## src/rtl/cpu_pkg.sv

```systemverilog
// Shared CPU definitions used by the fetch front end: default bus widths,
// the default PC increment and the prefetch entry record.
package cpu_pkg;

  // Widths of the core's register and instruction buses
  localparam int REG_BUS_W   = 32;
  localparam int INST_BUS_W  = 32;

  // Fetch front-end defaults, tied to the bus widths above
  localparam int ADDR_W_DEF  = REG_BUS_W;
  localparam int DATA_W_DEF  = INST_BUS_W;
  localparam int PC_STEP_DEF = 4;

  // One prefetch slot: fetch address, returned instruction, data-present flag
  typedef struct packed {
    logic [ADDR_W_DEF-1:0] pc;
    logic [DATA_W_DEF-1:0] inst;
    logic                  filled;
  } fetch_entry_t;

endpackage

```

## src/rtl/fetch_ring.sv

```systemverilog
// In-order reservation ring for the prefetch buffer. A slot is reserved
// (with its PC) when a fetch is issued, receives its instruction when the
// ROM answers, and is released when ID consumes it. flush empties the ring.
module fetch_ring
  import cpu_pkg::*;
#(
  parameter int DEPTH  = 4,
  parameter int ADDR_W = ADDR_W_DEF,
  parameter int DATA_W = DATA_W_DEF,
  localparam int PTR_W = $clog2(DEPTH),
  localparam int CNT_W = PTR_W + 1
) (
  input  logic              clk,
  input  logic              rst,
  input  logic              flush,
  input  logic              alloc,
  input  logic [ADDR_W-1:0] alloc_pc,
  input  logic              fill,
  input  logic [DATA_W-1:0] fill_data,
  input  logic              pop,
  output logic              head_valid,
  output logic [ADDR_W-1:0] head_pc,
  output logic [DATA_W-1:0] head_inst,
  output logic [CNT_W-1:0]  alloc_cnt,
  output logic [CNT_W-1:0]  unfilled
);

  logic [ADDR_W-1:0] pc_mem   [DEPTH];
  logic [DATA_W-1:0] inst_mem [DEPTH];
  logic [DEPTH-1:0]  filled;
  logic [PTR_W-1:0]  alloc_ptr;
  logic [PTR_W-1:0]  fill_ptr;
  logic [PTR_W-1:0]  rd_ptr;

  // Slot payload storage; contents are qualified by the filled flags, so no reset
  always_ff @(posedge clk) begin
    if (alloc) pc_mem[alloc_ptr] <= alloc_pc;
    if (fill)  inst_mem[fill_ptr] <= fill_data;
  end

  // Per-slot filled flag: set on response, cleared on pop or flush
  for (genvar gi = 0; gi < DEPTH; gi++) begin : g_slot
    always_ff @(posedge clk) begin
      if (rst || flush)
        filled[gi] <= 1'b0;
      else if (fill && (fill_ptr == PTR_W'(gi)))
        filled[gi] <= 1'b1;
      else if (pop && (rd_ptr == PTR_W'(gi)))
        filled[gi] <= 1'b0;
    end
  end

  // Pointers wrap naturally (DEPTH is a power of two); counts move by net delta
  always_ff @(posedge clk) begin
    if (rst || flush) begin
      alloc_ptr <= '0;
      fill_ptr  <= '0;
      rd_ptr    <= '0;
      alloc_cnt <= '0;
      unfilled  <= '0;
    end else begin
      if (alloc) alloc_ptr <= alloc_ptr + 1'b1;
      if (fill)  fill_ptr  <= fill_ptr + 1'b1;
      if (pop)   rd_ptr    <= rd_ptr + 1'b1;
      alloc_cnt <= alloc_cnt + CNT_W'(alloc) - CNT_W'(pop);
      unfilled  <= unfilled + CNT_W'(alloc) - CNT_W'(fill);
    end
  end

  assign head_valid = (alloc_cnt != '0) && filled[rd_ptr];
  assign head_pc    = pc_mem[rd_ptr];
  assign head_inst  = inst_mem[rd_ptr];

endmodule

```

## src/rtl/if_prefetch.sv

```systemverilog
// Instruction-fetch front end: PC generator, ROM request/response handshake
// and a DEPTH-entry in-order prefetch buffer feeding the ID stage, with ID
// stall and branch redirect/flush. Responses for fetches issued before a
// redirect are counted in drop_cnt and discarded as they return.
// Optional build macro IF_PREFETCH_PERF_EN adds saturating stall, flush and
// drop counters on perf_stall_o / perf_flush_o / perf_drop_o.
module if_prefetch
  import cpu_pkg::*;
#(
  parameter int                ADDR_W   = ADDR_W_DEF,
  parameter int                DATA_W   = DATA_W_DEF,
  parameter int                DEPTH    = 4,
  parameter logic [ADDR_W-1:0] RESET_PC = '0,
  parameter int                PC_STEP  = PC_STEP_DEF
) (
  input  logic              clk,
  input  logic              rst,
  output logic              rom_ce_o,
  output logic [ADDR_W-1:0] rom_addr_o,
  input  logic              rom_ready_i,
  input  logic              rom_valid_i,
  input  logic [DATA_W-1:0] rom_data_i,
  output logic              id_valid_o,
  output logic [ADDR_W-1:0] id_pc_o,
  output logic [DATA_W-1:0] id_inst_o,
  input  logic              id_ready_i,
  input  logic              redirect_i,
  input  logic [ADDR_W-1:0] redirect_pc_i
`ifdef IF_PREFETCH_PERF_EN
  ,
  output logic [31:0]       perf_stall_o,
  output logic [31:0]       perf_flush_o,
  output logic [31:0]       perf_drop_o
`endif
);

  localparam int CNT_W = $clog2(DEPTH) + 1;
  localparam int SUM_W = CNT_W + 1;

  logic [ADDR_W-1:0] pc;
  logic [CNT_W-1:0]  drop_cnt;
  logic [CNT_W-1:0]  alloc_cnt;
  logic [CNT_W-1:0]  unfilled;
  logic [SUM_W-1:0]  occupancy;
  logic              head_valid;
  logic [ADDR_W-1:0] head_pc;
  logic [DATA_W-1:0] head_inst;
  logic              issue;
  logic              resp_live;
  logic              resp_drop;
  logic              fill;
  logic              pop;

  // Slots still owed a response (kept or to be dropped) bound new issues
  assign occupancy  = SUM_W'(alloc_cnt) + SUM_W'(drop_cnt);
  assign rom_ce_o   = !rst && !redirect_i && (occupancy < SUM_W'(DEPTH));
  assign rom_addr_o = pc;
  assign issue      = rom_ce_o && rom_ready_i;

  // A response with nothing outstanding is ignored entirely
  assign resp_live  = rom_valid_i && ((drop_cnt != '0) || (unfilled != '0));
  assign resp_drop  = resp_live && (drop_cnt != '0);
  assign fill       = resp_live && (drop_cnt == '0) && !redirect_i;

  assign id_valid_o = head_valid && !redirect_i;
  assign pop        = id_valid_o && id_ready_i;
  assign id_pc_o    = head_valid ? head_pc : '0;
  assign id_inst_o  = head_valid ? head_inst : '0;

  fetch_ring #(
    .DEPTH  (DEPTH),
    .ADDR_W (ADDR_W),
    .DATA_W (DATA_W)
  ) u_ring (
    .clk        (clk),
    .rst        (rst),
    .flush      (redirect_i),
    .alloc      (issue),
    .alloc_pc   (pc),
    .fill       (fill),
    .fill_data  (rom_data_i),
    .pop        (pop),
    .head_valid (head_valid),
    .head_pc    (head_pc),
    .head_inst  (head_inst),
    .alloc_cnt  (alloc_cnt),
    .unfilled   (unfilled)
  );

  // PC and drop accounting; a redirect turns every unfilled slot into a drop
  always_ff @(posedge clk) begin
    if (rst) begin
      pc       <= RESET_PC;
      drop_cnt <= '0;
    end else if (redirect_i) begin
      pc       <= redirect_pc_i;
      drop_cnt <= drop_cnt + unfilled - CNT_W'(resp_live);
    end else begin
      if (issue)     pc       <= pc + ADDR_W'(PC_STEP);
      if (resp_drop) drop_cnt <= drop_cnt - 1'b1;
    end
  end

  // The ROM must never answer when nothing is outstanding
  a_no_orphan_resp : assert property (@(posedge clk) disable iff (rst)
    rom_valid_i |-> ((drop_cnt != '0) || (unfilled != '0)));

`ifdef IF_PREFETCH_PERF_EN
  logic [2:0]       perf_evt;
  logic [2:0][31:0] perf_cnt;

  // Event 0: ID stall, 1: redirect cycle, 2: discarded response
  assign perf_evt = {(redirect_i ? resp_live : resp_drop), redirect_i,
                     (id_valid_o && !id_ready_i)};

  for (genvar gi = 0; gi < 3; gi++) begin : g_perf
    // Saturating event counter
    always_ff @(posedge clk) begin
      if (rst)
        perf_cnt[gi] <= '0;
      else if (perf_evt[gi] && (perf_cnt[gi] != '1))
        perf_cnt[gi] <= perf_cnt[gi] + 32'd1;
    end
  end

  assign perf_stall_o = perf_cnt[0];
  assign perf_flush_o = perf_cnt[1];
  assign perf_drop_o  = perf_cnt[2];
`endif

endmodule

```

## config.mk

```make
export PLATFORM = sky130hd
export DESIGN_NAME = if_prefetch
export DESIGN_NICKNAME = d
export VERILOG_FILES = /design/src/rtl/cpu_pkg.sv /design/src/rtl/fetch_ring.sv /design/src/rtl/if_prefetch.sv
export SDC_FILE = /design/constraint.sdc
export NUM_CORES = 1
export LEC_CHECK = 0
export CAP_MARGIN = 20
export CORE_MARGIN = 8
export CORE_UTILIZATION = 28
export DETAILED_ROUTE_END_ITERATION = 12
export PLACE_DENSITY_LB_ADDON = 0.12
export SLEW_MARGIN = 20
export SYNTH_ARGS = -nofsm -noshare
export SYNTH_HDL_FRONTEND = slang
export SYNTH_SLANG_ARGS = --single-unit
```

## constraint.sdc

```tcl
create_clock -name clk -period 5.9 [get_ports clk]
set_clock_uncertainty 0.05 [all_clocks]
set_input_delay 1.18 -clock clk [delete_from_list [all_inputs] [get_ports clk]]
set_output_delay 1.18 -clock clk [all_outputs]
set_load 0.03 [all_outputs]
```

==> metrics.md <==
| Metric | Value |
|---|---|
| Dominant register cell in the synthesized netlist | `edfxtp_1` |
| Initial Util | `28.3%` |
| Final Util | `a little over a third` |
| Synth cell count leaders | `256 x edfxtp_1, 67 x nor2b_1, 65 x mux4_2` |
| Dpl hpwl | `a little over 20 mm` |
| Pre-CTS setup slack | `1.55 ns` |
| Core ar. | `45300 µm²` |
| Final Cycle Share | `between 70% and 80%` |
| H-tree levels | `2` |
| Largest net degree at the start of global routing | `57` |
| Outcome | `finished clean` |
| Vias | `~7400` |
| Min Tclk post-route | `around 4.4 ns` |
| Cells after Synth | `789` |
| Yosys synthesis warning count | `0` |
| CTS tree | `yes` |
| Grt ovf | `0` |
| Worst Path Required | `4.67 ns` |
| Peak VDD IR | `0.000191 V` |
| Number of global-route vias before repair | `7880` |
| Hold Buf Count CTS | `0` |
| Chip width | `230 µm` |
| Top area cells in the synthesized netlist | `edfxtp_1 60%, mux4_2 11%, dfxtp_1 8.3%, nor2b_1 3.3%, ha_1 2.3%` |
| Placed cell count | `between 1500 and 2000` |
| Seq/Total Area, Yosys | `68.2%` |
| Cell accounting for the most synthesized area | `edfxtp_1` |
| Met2 WL | `16.2 mm` |
| Initial antenna violation count | `0` |
| Post-Synthesis Mean Instance Area | `~16 µm²` |
| Setup CP Type | `reg2out` |
| IO Pins | `between 150 and 200` |
| Worst min path class | `reg2reg` |
| Clock sink total | `309` |
| Layout cells sized above 1 | `between 15 and 20%` |
| NumNets Final | `1063` |
| Setup slack after layout | `1.46 ns` |
| Drt total wl | `33.4 mm` |
| Finished Layout Cells | `1596` |
| Num CTS Buffers | `38` |
| First-pass GRT wire length | `50.5 mm` |
| Area grow syn2layout | `28.3%` |
| Rows | `78` |
| Most frequent cell after synthesis | `edfxtp_1` |
| Worst R2R Path Depth | `13` |
| RSZ-0062 raised after global routing | `no` |
| Mapped Area | `12800 µm²` |
| GRT Total Usage | `12.4%` |
| DRT antenna net count | `0` |
| Drt first pass iters | `4` |
| Avg Vias per Cell | `4.62` |
| Wire per inst | `~21 µm` |
| RD Place Congestion | `0.684` |
| DRT iter0 DRCs | `402` |
| CP Launch Type | `flip-flop` |
| Post-CTS Resized | `0` |
| Top Layer Used | `met4` |
| Port bufs | `between 150 and 200` |
| Actual slew at the worst max-slew pin | `1.06 ns` |
| Fillers | `~4300` |
| Placed instance area | `15200 µm²` |
| Setup_tns | `0 ns` |
| Clk slew on worst S/H paths | `roughly 0.060 ns` |
| Routed length on met1 | `between 15 and 20 mm` |
| Clock buffer depth | `3` |
| Yosys reg bits | `309` |
| Async set-reset flop share out of synthesis | `0%` |
| Relative slew slack | `29.1%` |
| Final-report setup violation count | `0` |
| Hold path depth | `2` |
| Postcts setup bufs | `0` |
| Max Cap Viol | `0` |
| CP Capture Type | `output pin` |
| Largest fanout on the critical path | `56` |
| Post-synth EDFFs | `256` |
| Die area | `52900 µm²` |
| Synth unique cells | `60` |
| PwrDens | `309 nW/µm²` |
| Antenna diode count | `0` |
| Root Driver | `clkbuf_16` |
| Final hold viol count | `0` |
| Pins Over Slew Limit | `0` |
| Worst path arrival time | `approximately 3.2 ns` |
| Post-synth top area share | `about three fifths` |
| Worst skew pair latency | `0.56 ns` |
| Syn nets | `886` |
| Met3 wire length | `1.51 mm` |
| Post-route DRC | `0` |
| Fin area | `~16000 µm²` |
| Fmax | `approximately 230 MHz` |
| DIE HEIGHT | `roughly 230 µm` |
| Leak | `5.26 nW` |
## area by class of cell
cell class              instances  area (µm²)  area share [%]
flip-flops and latches        309        8760            53.3
clock buffers                  62        1180            7.21
multi-input cells             415        3820            23.2
repair buffers                176        1740            10.6
inverters                      26        98.8           0.601
clock inverters                 8        88.8           0.540
well taps                     600         751            4.57
## path summary, 6_finish.rpt
| path | to | slack [ns] | startpoint |
|---|---|---|---|
| worst min-delay path | u_ring.alloc_ptr[1] | 0.47 | u_ring.alloc_ptr[1] |
| worst max-delay path | id_inst_o[2] | 1.46 | u_ring.rd_ptr[0] |
| worst max register to register | u_ring.alloc_cnt[2] | 2.38 | u_ring.rd_ptr[0] |
| worst min register to register | u_ring.alloc_ptr[1] | 0.47 | u_ring.alloc_ptr[1] |
## power breakdown
part           internal, mW  switching (mW)  total, mW
logic                 0.152           0.176      0.328
registers              2.41          0.0509       2.46
clock network          1.39           0.912       2.30
## cell families after synthesis
kind of cell / count (synthesis) / share of synthesized area (%)
flops: 309 / 68.2
buf+inv: 65 / 2.11
fa+ha+maj: 27 / 2.81
simple gates: 213 / 9.43
mux: 73 / 12.1
xor+xnor: 12 / 0.820
compound gates: 90 / 4.50
## flip-flops by register name, summed over array words and instances (netlist names), named ones only
signal	cells
u_ring.alloc_ptr	2
u_ring.fill_ptr	2
u_ring.unfilled	3
u_ring.pc_mem	128
u_ring.rd_ptr	2
rom_addr_o	32
u_ring.inst_mem	128
u_ring.filled	4
u_ring.alloc_cnt	3
drop_cnt	3
## cells in the final DEF, fill, tap and decap left out, types with 8 or more instances in the layout
cell type,synthesis,layout
a21oi_1,25,25
a31oi_1,18,18
and2_1,9,9
and3_1,15,10
buf_4,0,8
clkbuf_1,28,13
clkbuf_16,0,41
clkbuf_8,0,8
clkdlybuf4s50_1,0,165
dfxtp_1,53,51
edfxtp_1,256,256
ha_1,24,24
inv_1,24,24
mux4_2,65,65
nand2_1,44,44
nand4_1,12,12
nor2_1,30,30
nor2b_1,67,67
o21ai_0,15,15
xnor2_1,9,9
## metrics by stage
stage | power [mW] | hold slack, ns
floorplan | 2.68 | 0.419
global placement | 2.84 | 0.468
detailed placement | 2.83 | 0.463
CTS | 5.17 | 0.475
global route | 5.28 | 0.512
finish | 5.08 | 0.469
## routing by layer
metal  track usage [%]  vias to the layer above
met2              20.6                      141
met4              3.64                        0
li1                  -                     3416
met3              2.63                       39
met1              16.3                     3785
met5                 0                        -
## critical path, stage by stage, from the launching register on
cell,delay [ns]
dfxtp_1,0.40
mux4_2,0.58
o31ai_4,0.20
buf_4,0.64
nor2b_1,0.15
clkdlybuf4s50_1,0.64
Note: power is estimated with default switching activity, not from simulation.
